## config.mk

```make
export PLATFORM = sky130hd
export DESIGN_NAME = mem_port_arbiter
export DESIGN_NICKNAME = d
export VERILOG_FILES = /design/src/rtl/mem_port_arbiter.sv
export SDC_FILE = /design/constraint.sdc
export NUM_CORES = 1
export LEC_CHECK = 0
export CAP_MARGIN = 10
export CORE_UTILIZATION = 41
export CTS_BUF_LIST = sky130_fd_sc_hd__clkbuf_16
export CTS_CLUSTER_SIZE = 20
export DETAILED_ROUTE_END_ITERATION = 6
export GPL_ROUTABILITY_DRIVEN = 0
export GPL_TIMING_DRIVEN = 0
export HOLD_SLACK_MARGIN = 0.12
export PLACE_DENSITY = 0.81
export REMOVE_ABC_BUFFERS = 1
export SETUP_SLACK_MARGIN = 0.4
export SYNTH_ARGS = -nofsm -noshare
export SYNTH_HDL_FRONTEND = slang
export SYNTH_SLANG_ARGS = --single-unit
```

## constraint.sdc

```tcl
create_clock -name clk -period 2.1 [get_ports clk]
set_input_delay 0.315 -clock clk [delete_from_list [all_inputs] [get_ports clk]]
set_output_delay 0.315 -clock clk [all_outputs]
set_load 0.05 [all_outputs]
```

## src/rtl/mem_port_arbiter.sv

```systemverilog
// rtl/mem_port_arbiter.sv - round-robin fetch/data arbiter for a single-port synchronous memory
module mem_port_arbiter #(
  parameter int AW      = 32,
  parameter int DW      = 32,
  parameter int MEM_LAT = 1
) (
  input  logic            clk,
  input  logic            rst,
  input  logic            i_req,
  input  logic [AW-1:0]   i_addr,
  output logic            i_gnt,
  output logic            i_rvalid,
  output logic [DW-1:0]   i_rdata,
  input  logic            d_req,
  input  logic            d_we,
  input  logic [DW/8-1:0] d_be,
  input  logic [AW-1:0]   d_addr,
  input  logic [DW-1:0]   d_wdata,
  output logic            d_gnt,
  output logic            d_rvalid,
  output logic [DW-1:0]   d_rdata,
  output logic            mem_cs_n,
  output logic            mem_we,
  output logic [DW/8-1:0] mem_be,
  output logic [AW-1:0]   mem_addr,
  output logic [DW-1:0]   mem_wdata,
  input  logic [DW-1:0]   mem_rdata
);

  localparam int BW = DW / 8;
  // Extra WAIT cycles beyond the first; counter ends at zero on the last WAIT cycle.
  localparam logic [1:0] CNT_INIT = (MEM_LAT > 1) ? 2'(MEM_LAT - 2) : 2'd0;

  typedef enum logic [1:0] {S_IDLE, S_ISSUE, S_WAIT, S_RESP} state_t;

  state_t          r_state;
  state_t          w_next;
  logic            r_last_d;
  logic            r_owner_d;
  logic [1:0]      r_cnt;
  logic            r_mem_cs_n;
  logic            r_mem_we;
  logic [BW-1:0]   r_mem_be;
  logic [AW-1:0]   r_mem_addr;
  logic [DW-1:0]   r_mem_wdata;
  logic [DW-1:0]   r_i_rdata;
  logic [DW-1:0]   r_d_rdata;
  logic            w_gnt_i;
  logic            w_gnt_d;
  logic            w_pick_d;
  logic            w_resp;
  logic [DW-1:0]   w_d_result;
  logic            w_unused;

  // Fetches are word reads, so the low address bits are dropped.
  assign w_unused = ^i_addr[1:0];

  // Next state and round-robin grant; grants only from IDLE and only out of reset.
  always_comb begin
    w_next   = r_state;
    w_gnt_i  = 1'b0;
    w_gnt_d  = 1'b0;
    w_pick_d = d_req && (!i_req || !r_last_d);
    case (r_state)
      S_IDLE: begin
        if (rst && (i_req || d_req)) begin
          w_gnt_d = w_pick_d;
          w_gnt_i = !w_pick_d;
          w_next  = S_ISSUE;
        end
      end
      S_ISSUE: w_next = (MEM_LAT > 1) ? S_WAIT : S_RESP;
      S_WAIT:  if (r_cnt == 2'd0) w_next = S_RESP;
      S_RESP:  w_next = S_IDLE;
      default: w_next = S_IDLE;
    endcase
  end

  assign w_resp     = rst && (r_state == S_RESP);
  assign w_d_result = r_mem_we ? '0 : mem_rdata;

  assign i_gnt     = w_gnt_i;
  assign d_gnt     = w_gnt_d;
  assign i_rvalid  = w_resp && !r_owner_d;
  assign d_rvalid  = w_resp && r_owner_d;
  assign i_rdata   = (w_resp && !r_owner_d) ? mem_rdata : r_i_rdata;
  assign d_rdata   = (w_resp && r_owner_d) ? w_d_result : r_d_rdata;
  assign mem_cs_n  = r_mem_cs_n;
  assign mem_we    = r_mem_we;
  assign mem_be    = r_mem_be;
  assign mem_addr  = r_mem_addr;
  assign mem_wdata = r_mem_wdata;

  // State, arbitration history, latched memory request and held read data.
  always_ff @(posedge clk) begin
    if (!rst) begin
      r_state     <= S_IDLE;
      r_last_d    <= 1'b0;
      r_owner_d   <= 1'b0;
      r_cnt       <= 2'd0;
      r_mem_cs_n  <= 1'b1;
      r_mem_we    <= 1'b0;
      r_mem_be    <= '0;
      r_mem_addr  <= '0;
      r_mem_wdata <= '0;
      r_i_rdata   <= '0;
      r_d_rdata   <= '0;
    end else begin
      r_state    <= w_next;
      r_mem_cs_n <= !(w_gnt_i || w_gnt_d);
      if (w_gnt_i) begin
        r_owner_d  <= 1'b0;
        r_last_d   <= 1'b0;
        r_mem_we   <= 1'b0;
        r_mem_be   <= '1;
        r_mem_addr <= {i_addr[AW-1:2], 2'b00};
      end
      if (w_gnt_d) begin
        r_owner_d   <= 1'b1;
        r_last_d    <= 1'b1;
        r_mem_we    <= d_we;
        r_mem_be    <= d_be;
        r_mem_addr  <= d_addr;
        r_mem_wdata <= d_wdata;
      end
      if (r_state == S_ISSUE) begin
        r_cnt <= CNT_INIT;
      end else if ((r_state == S_WAIT) && (r_cnt != 2'd0)) begin
        r_cnt <= r_cnt - 2'd1;
      end
      if (r_state == S_RESP) begin
        if (r_owner_d) r_d_rdata <= w_d_result;
        else           r_i_rdata <= mem_rdata;
      end
    end
  end

endmodule

```

==> flow_metrics.py, run 1 <==
metrics = {
    "status": {
        "status": "complete, but fails checks",
        "failed_checks": "negative setup slack",
    },
    "min_path": {
        "min_from": "rst",
        "hold_depth": 3,
        "hold_end": "mem_wdata[27]",
        "min_path_type": "in -> reg",
    },
    "drt": {
        "top_layer": "met4",
        "firstDrtPassIters": 5,
        "met3WireLength_um": 2010,
        "routed_via_density": 5.77,
        "num_vias": 6355,
        "wl_met1_um": 8840,
        "wl_met2_um": 12300,
        "post_drt_wl_per_cell_um": 21.7,
        "wl_um": 23900,
        "initialDrtViolationCount": 545,
        "drc_errors": 0,
        "ant_nets": 0,
    },
    "critical_path": {
        "cp-start-kind": "flop",
        "arrival_ns": 2.00,
        "cpPeakStageDelay_ns": 0.36,
        "cp_top_family": "buffers and inverters",
        "path_cells": "ha_4 > nand3_4 > nor2_4 > buf_6 > buf_12 > buf_8 > a22o_1 > buf_6",
        "cp.required_ns": 1.78,
        "reg2reg_slack_ns": 0.21,
        "critPathKind": "reg -> out",
        "crit_fanout": 7,
        "path_buf_inv": 4,
        "crit_path_end_kind": "output port",
        "rr_endpoint": "r_i_rdata[14]",
        "crit_slowest_cell": "dfxtp_4",
        "r2r-start": "r_state[1]",
        "reg2reg_depth": 4,
        "path_common_cell": "buf_6",
    },
    "pwr": {
        "power_per_cell_area_mw_per_mm2": 813,
        "static-leakage-power_nw": 4.50,
        "swShare": 0.320,
        "peakVddDrop_mv": 0.615,
        "pwr-share-clk": 0.366,
        "p_switching_mw": 2.72,
        "p_int_mw": 5.80,
        "p_seq_frac": 0.345,
        "combPwrFrac": 0.289,
        "fin_total_pwr_mw": 8.53,
    },
    "cells_and_area": {
        "antenna_cells": 0,
        "areaGrowthSynthToFinish_pct": 87.0,
        "drive_above_1_share": 0.276,
        "nets": 1054,
        "stdcell_area_mm2": 0.0105,
    },
    "sta": {
        "finalCritPeriodShare": 1.10,
        "timing.hold.ws_ns": 0.402,
        "finalSetupViolations": 66,
        "tightest_slew_ns": 1.03,
        "max_freq_mhz": 431,
        "rsz0062_at_grt": "true",
        "min_period_ns": 2.32,
        "relSlewSlack": 0.313,
        "timing.final.ws_setup_ns": -0.218,
        "clock_skew_ns": 0.00665,
        "slew_viol_final": 0,
        "hold_violations": 0,
    },
    "global_routing": {
        "grt_max_degree": 50,
        "antenna_found_initial": 0,
        "grt-ovfl-total": 0,
        "grt_pass1_wl_um": 34600,
        "grt_usage": 0.319,
        "grt_pass1_vias": 6220,
    },
    "synthesis": {
        "synthAdderAreaFrac": 0.0112,
        "yosys.area.top_type": "dfxtp_1",
        "synthMuxAreaShare": 0.0678,
        "synthXorXnorAreaFrac": 0.00156,
        "syn_inst": 594,
        "syn_area_mm2": 0.00561,
        "synthSimpleGateAreaFrac": 0.0917,
        "synth_top_family_by_area": "compound AO/OA/AOI/OAI gates",
        "yosysUniqueCellTypes": 30,
        "ys_async_sr_fraction": 0,
        "synth_edf_count": 0,
        "synth_seq_cells": 139,
        "synth_area_leaders": "dfxtp_1, a22o_1, mux2_2",
        "synth_compound_area_frac": 0.280,
        "yosysTopAreaCellShare": 0.496,
        "synth_common_cells": "dfxtp_1, a22o_1, nand2_1",
        "yosysMostFrequentCell": "dfxtp_1",
        "ys_warn_count": 0,
        "syn_area_per_cell_um2": 9.45,
        "synthFlopType": "dfxtp_1",
        "yosysSeqAreaShare": 0.496,
    },
    "clock_network": {
        "root_buffer": "clkbuf_16",
        "cts_sinks": 139,
        "cts_tree": "done",
        "postCtsHoldBufs": 0,
        "clockBufferDepth": 2,
        "cts_buffers": 17,
        "worstSkewPairLatency_ns": 0.42,
        "path_clk_slew_ns": 0.06,
        "htreeDepth": 4,
    },
    "floorplanning": {
        "fp-row-count": 42,
        "io_pins": 275,
        "die_x_um": 119,
        "core-area_mm2": 0.0133,
        "die_area_mm2": 0.0142,
        "initial_core_util": 0.422,
        "fp.dieH_um": 119,
    },
    "placed_design": {
        "numPortBuffers": 272,
        "place_area_mm2": 0.00845,
        "dp_hpwl_um": 12000,
    },
    "flow_run": {
        "drv_cap": 0,
    },
}
==> kinds of logic (layout without fill, tap and decap cells) <==
group                      Yosys count  after routing
buffers and inverters               63            388
xor gates and xnor gates             1              1
adders and majority gates            5              5
muxes                               34             34
DFF                                139            139
AOI/OAI and AO/OA                  233            235
and+or+nand+nor                    119            123
==> stage by stage <==
stage	TNS [ns]	instances	util	setup slack (ns)
after floorplan	-186.65	539	-	-1.97
after global placement	-778.37	987	0.624	-4.93
after detailed placement	-167.24	993	0.636	-1.98
after CTS	-8.93	1074	0.746	-0.231
after global routing	-11.85	1101	0.789	-0.281
final	-8.65	1101	0.789	-0.218
==> power groups by stage <==
stage	Combinational, mW	Sequential [mW]	Clock [mW]
after floorplan	0.693	3.44	0
after global placement	1.97	2.98	0
after detailed placement	2.03	2.99	0
after CTS	2.24	2.94	3.11
after global routing	2.56	2.96	3.28
final	2.46	2.94	3.12
==> worst min-delay path: cells and delay by family <==
kind	cells	cell delay [ns]
compound gates	1	0.06
buf+inv	1	0.27
simple gates	1	0.12
==> state kept, by name, summed over array words and instances (netlist names) <==
| signal | cells |
|---|---|
| mem_wdata | 32 |
| r_d_rdata | 32 |
| r_i_rdata | 32 |
| r_owner_d | 1 |
| mem_cs_n | 1 |
| mem_be | 4 |
| mem_addr | 32 |
| r_state | 2 |
| r_cnt | 2 |
| mem_we | 1 |
==> cell usage in the layout, fill, tap and decap left out, types with 16 or more instances in the layout <==
master,Yosys,layout
a22o_1,96,95
dlygate4sd2_1,0,71
clkdlybuf4s50_1,0,131
mux2_4,0,32
buf_8,0,33
dfxtp_1,139,136
nand2_1,74,72
a21oi_1,61,42
buf_12,0,16
buf_4,1,18
clkbuf_16,0,20
nand3_1,35,35
o21ai_0,62,59
a21oi_2,0,19
buf_6,2,62
==> layout make-up <==
cell class                      count  area [um^2]
Timing Repair Buffer              342         3870
Tap cell                          176          220
Timing Repair inverter              6         41.3
Sequential cell                   139         2790
Clock inverter                     15          179
Inverter                            8         46.3
Clock buffer                       17          425
Multi-Input combinational cell    398         2920
Fill cell                         839         2800
==> routing by layer <==
| layer | track usage | vias up |
|---|---|---|
| li1 | - | 2813 |
| met1 | 0.357 | 3083 |
| met2 | 0.550 | 400 |
| met3 | 0.0929 | 59 |
| met4 | 0.158 | 0 |
| met5 | 0 | - |
==> worst max-delay path by stage <==
stage	from	to	slack [ns]	cells past startpoint
final	r_state[0]	d_rdata[4]	-0.22	8
after global routing	r_state[0]	d_rdata[4]	-0.28	8
after CTS	r_state[1]	i_rdata[5]	-0.23	6
after detailed placement	rst	d_rdata[26]	-1.98	6
after global placement	d_req	d_gnt	-4.93	5
after floorplan	d_req	d_gnt	-1.97	3
==> timing repair <==
| item | in CTS | in global routing |
|---|---|---|
| setup endpoints to repair | 273 | 153 |
| cloned | 17 | 4 |
| resized for setup | 638 | 78 |
| setup buffers | 32 | 23 |
| pin swaps | 41 | 84 |
| endpoints found under the hold margin | 0 | 0 |
No activity file was read; power rests on OpenSTA's default activity.
==> inputs of run 2 (changes only) <==
CORE_ASPECT_RATIO = 1.2   (was unset)
==> run 2 against run 1 <==
Compared with the run above: the flow still finishes with violations (negative setup slack); non-clock buffer count is 9 higher; worst setup slack gained 0.0061 ns; cell count is essentially flat; sequential cell count stayed put; final area grew 3.4%; die area barely moved; sequential power about the same; fmax increased by 0.26%; critical path type unchanged; sequential share of layout area fell by 0.87 points; via count grew 2.1%; power is 2.1% higher; critical endpoint is now i_rdata[5]; combinational power increased by 9.3%.
==> flow_metrics.py, run 2 (synthesized netlist as in run 1, its figures left out) <==
metrics = {
    "clock_network": {
        "clockBufferDepth": 2,
        "cts_sinks": 139,
        "htreeDepth": 4,
        "cts_buffers": 17,
        "postCtsHoldBufs": 0,
        "root_buffer": "clkbuf_16",
        "worstSkewPairLatency_ns": 0.43,
        "path_clk_slew_ns": 0.06,
        "cts_tree": "done",
    },
    "status": {
        "failed_checks": "negative setup slack",
        "status": "complete, but fails checks",
    },
    "critical_path": {
        "startpoint": "r_state[1]",
        "r2r-start": "r_state[0]",
        "arrival_ns": 2.00,
        "cp-start-kind": "flop",
        "crit_fanout": 6,
        "crit_path_end_kind": "output port",
        "critPathKind": "reg -> out",
        "cp.required_ns": 1.78,
    },
    "cells_and_area": {
        "drive_above_1_share": 0.330,
        "antenna_cells": 0,
        "nets": 1064,
        "final_cell_mix": "dfxtp_1, clkdlybuf4s50_1, a22o_1, dlygate4sd2_1, nand2_1",
        "final_core_util": 0.816,
        "final_common_cell": "dfxtp_1",
        "areaGrowthSynthToFinish_pct": 93.4,
    },
    "global_routing": {
        "grt_pass1_wl_um": 35300,
        "grt_usage": 0.334,
        "grt_max_degree": 49,
        "grt_pass1_vias": 6297,
        "antenna_found_initial": 0,
        "grt-ovfl-total": 0,
    },
    "sta": {
        "rsz0062_at_grt": "true",
        "tightest_slew_ns": 0.629,
        "max_freq_mhz": 433,
        "finalCritPeriodShare": 1.10,
        "min_period_ns": 2.31,
        "slew_viol_final": 0,
        "relSlewSlack": 0.581,
        "clock_skew_ns": 0.0146,
        "timing.final.ws_setup_ns": -0.212,
        "finalSetupTns_ns": -8.29,
        "hold_violations": 0,
        "finalSetupViolations": 66,
    },
    "min_path": {
        "min_path_type": "in -> reg",
        "min_from": "rst",
    },
    "floorplanning": {
        "core-area_mm2": 0.0133,
        "initial_core_util": 0.422,
        "io_pins": 275,
        "die_x_um": 109,
        "fp.dieH_um": 130,
        "die_area_mm2": 0.0142,
        "fp-row-count": 46,
    },
    "drt": {
        "routed_via_density": 5.89,
        "initialDrtViolationCount": 444,
        "drc_errors": 0,
        "firstDrtPassIters": 5,
        "post_drt_wl_per_cell_um": 23.9,
        "num_vias": 6486,
        "ant_nets": 0,
        "wl_um": 26300,
    },
    "pwr": {
        "fin_total_pwr_mw": 8.71,
        "static-leakage-power_nw": 4.61,
        "power_per_cell_area_mw_per_mm2": 802,
        "peakVddDrop_mv": 0.619,
    },
    "placed_design": {
        "dp_hpwl_um": 12600,
        "numPortBuffers": 272,
    },
    "flow_run": {
        "drv_cap": 0,
    },
}
==> run 2: cell types whose count changed in the layout (fill, tap and decap cells not counted), sizes merged <==
cell      previous run  this run
buf                134       145
bufbuf               2         0
clkinvlp             8         5
inv                  9        10
nor2                 6         8
==> run 2: area by class of cell <==
type	count	area [um^2]
Sequential cell	139	2800
Tap cell	168	210
Fill cell	769	2440
Timing Repair Buffer	351	3950
Multi-Input combinational cell	400	3210
Clock buffer	17	425
Inverter	8	46.3
Timing Repair inverter	5	46.3
Clock inverter	14	163
==> run 2: metal layers <==
metal	GRT usage	vias up	share of wire
li1	-	2839	-
met2	0.611	418	0.51
met1	0.344	3133	0.35
met5	0	-	0
met3	0.0909	96	0.092
met4	0.173	0	0.046
==> run 2: through the flow <==
stage	setup slack, ns	hold WS [ns]	instance area [um^2]	cells
6_report	-0.212	0.255	10900	1102
5_1_grt	-0.276	0.247	10900	1102
4_1_cts	-0.177	0.254	10200	1082
3_5_place_dp	-2.50	0.450	8450	985
3_3_place_gp	-5.18	0.445	8280	979
2_1_floorplan	-1.97	0.435	5350	539
==> run 2: repair_timing <==
action                                  CTS  global route
gates cloned                             19             3
endpoints found under the setup margin  262           137
setup buffers                            47            17
pin swaps                                13            45
gates resized for setup                 662           135
==> run 2: power by group <==
part,internal [mW],total (mW),switching (mW)
Sequential,2.84,2.95,0.115
Clock,1.94,3.07,1.13
Combinational,1.11,2.69,1.57
==> run 2: worst paths after layout <==
check	endpoint	slack, ns	cells after the start
worst min register to register	mem_wdata[15]	0.45	2
worst max-delay path	i_rdata[5]	-0.21	7
worst min-delay path	mem_wdata[31]	0.26	3
worst max register to register	mem_addr[28]	0.12	12
==> run 2: worst max-delay path, cell delays in order (launching register included) <==
cell     delay [ns]
dfxtp_4        0.36
ha_4           0.17
and3_4         0.23
buf_12         0.11
buf_12         0.11
buf_16         0.12
mux2_4         0.32
buf_8          0.16
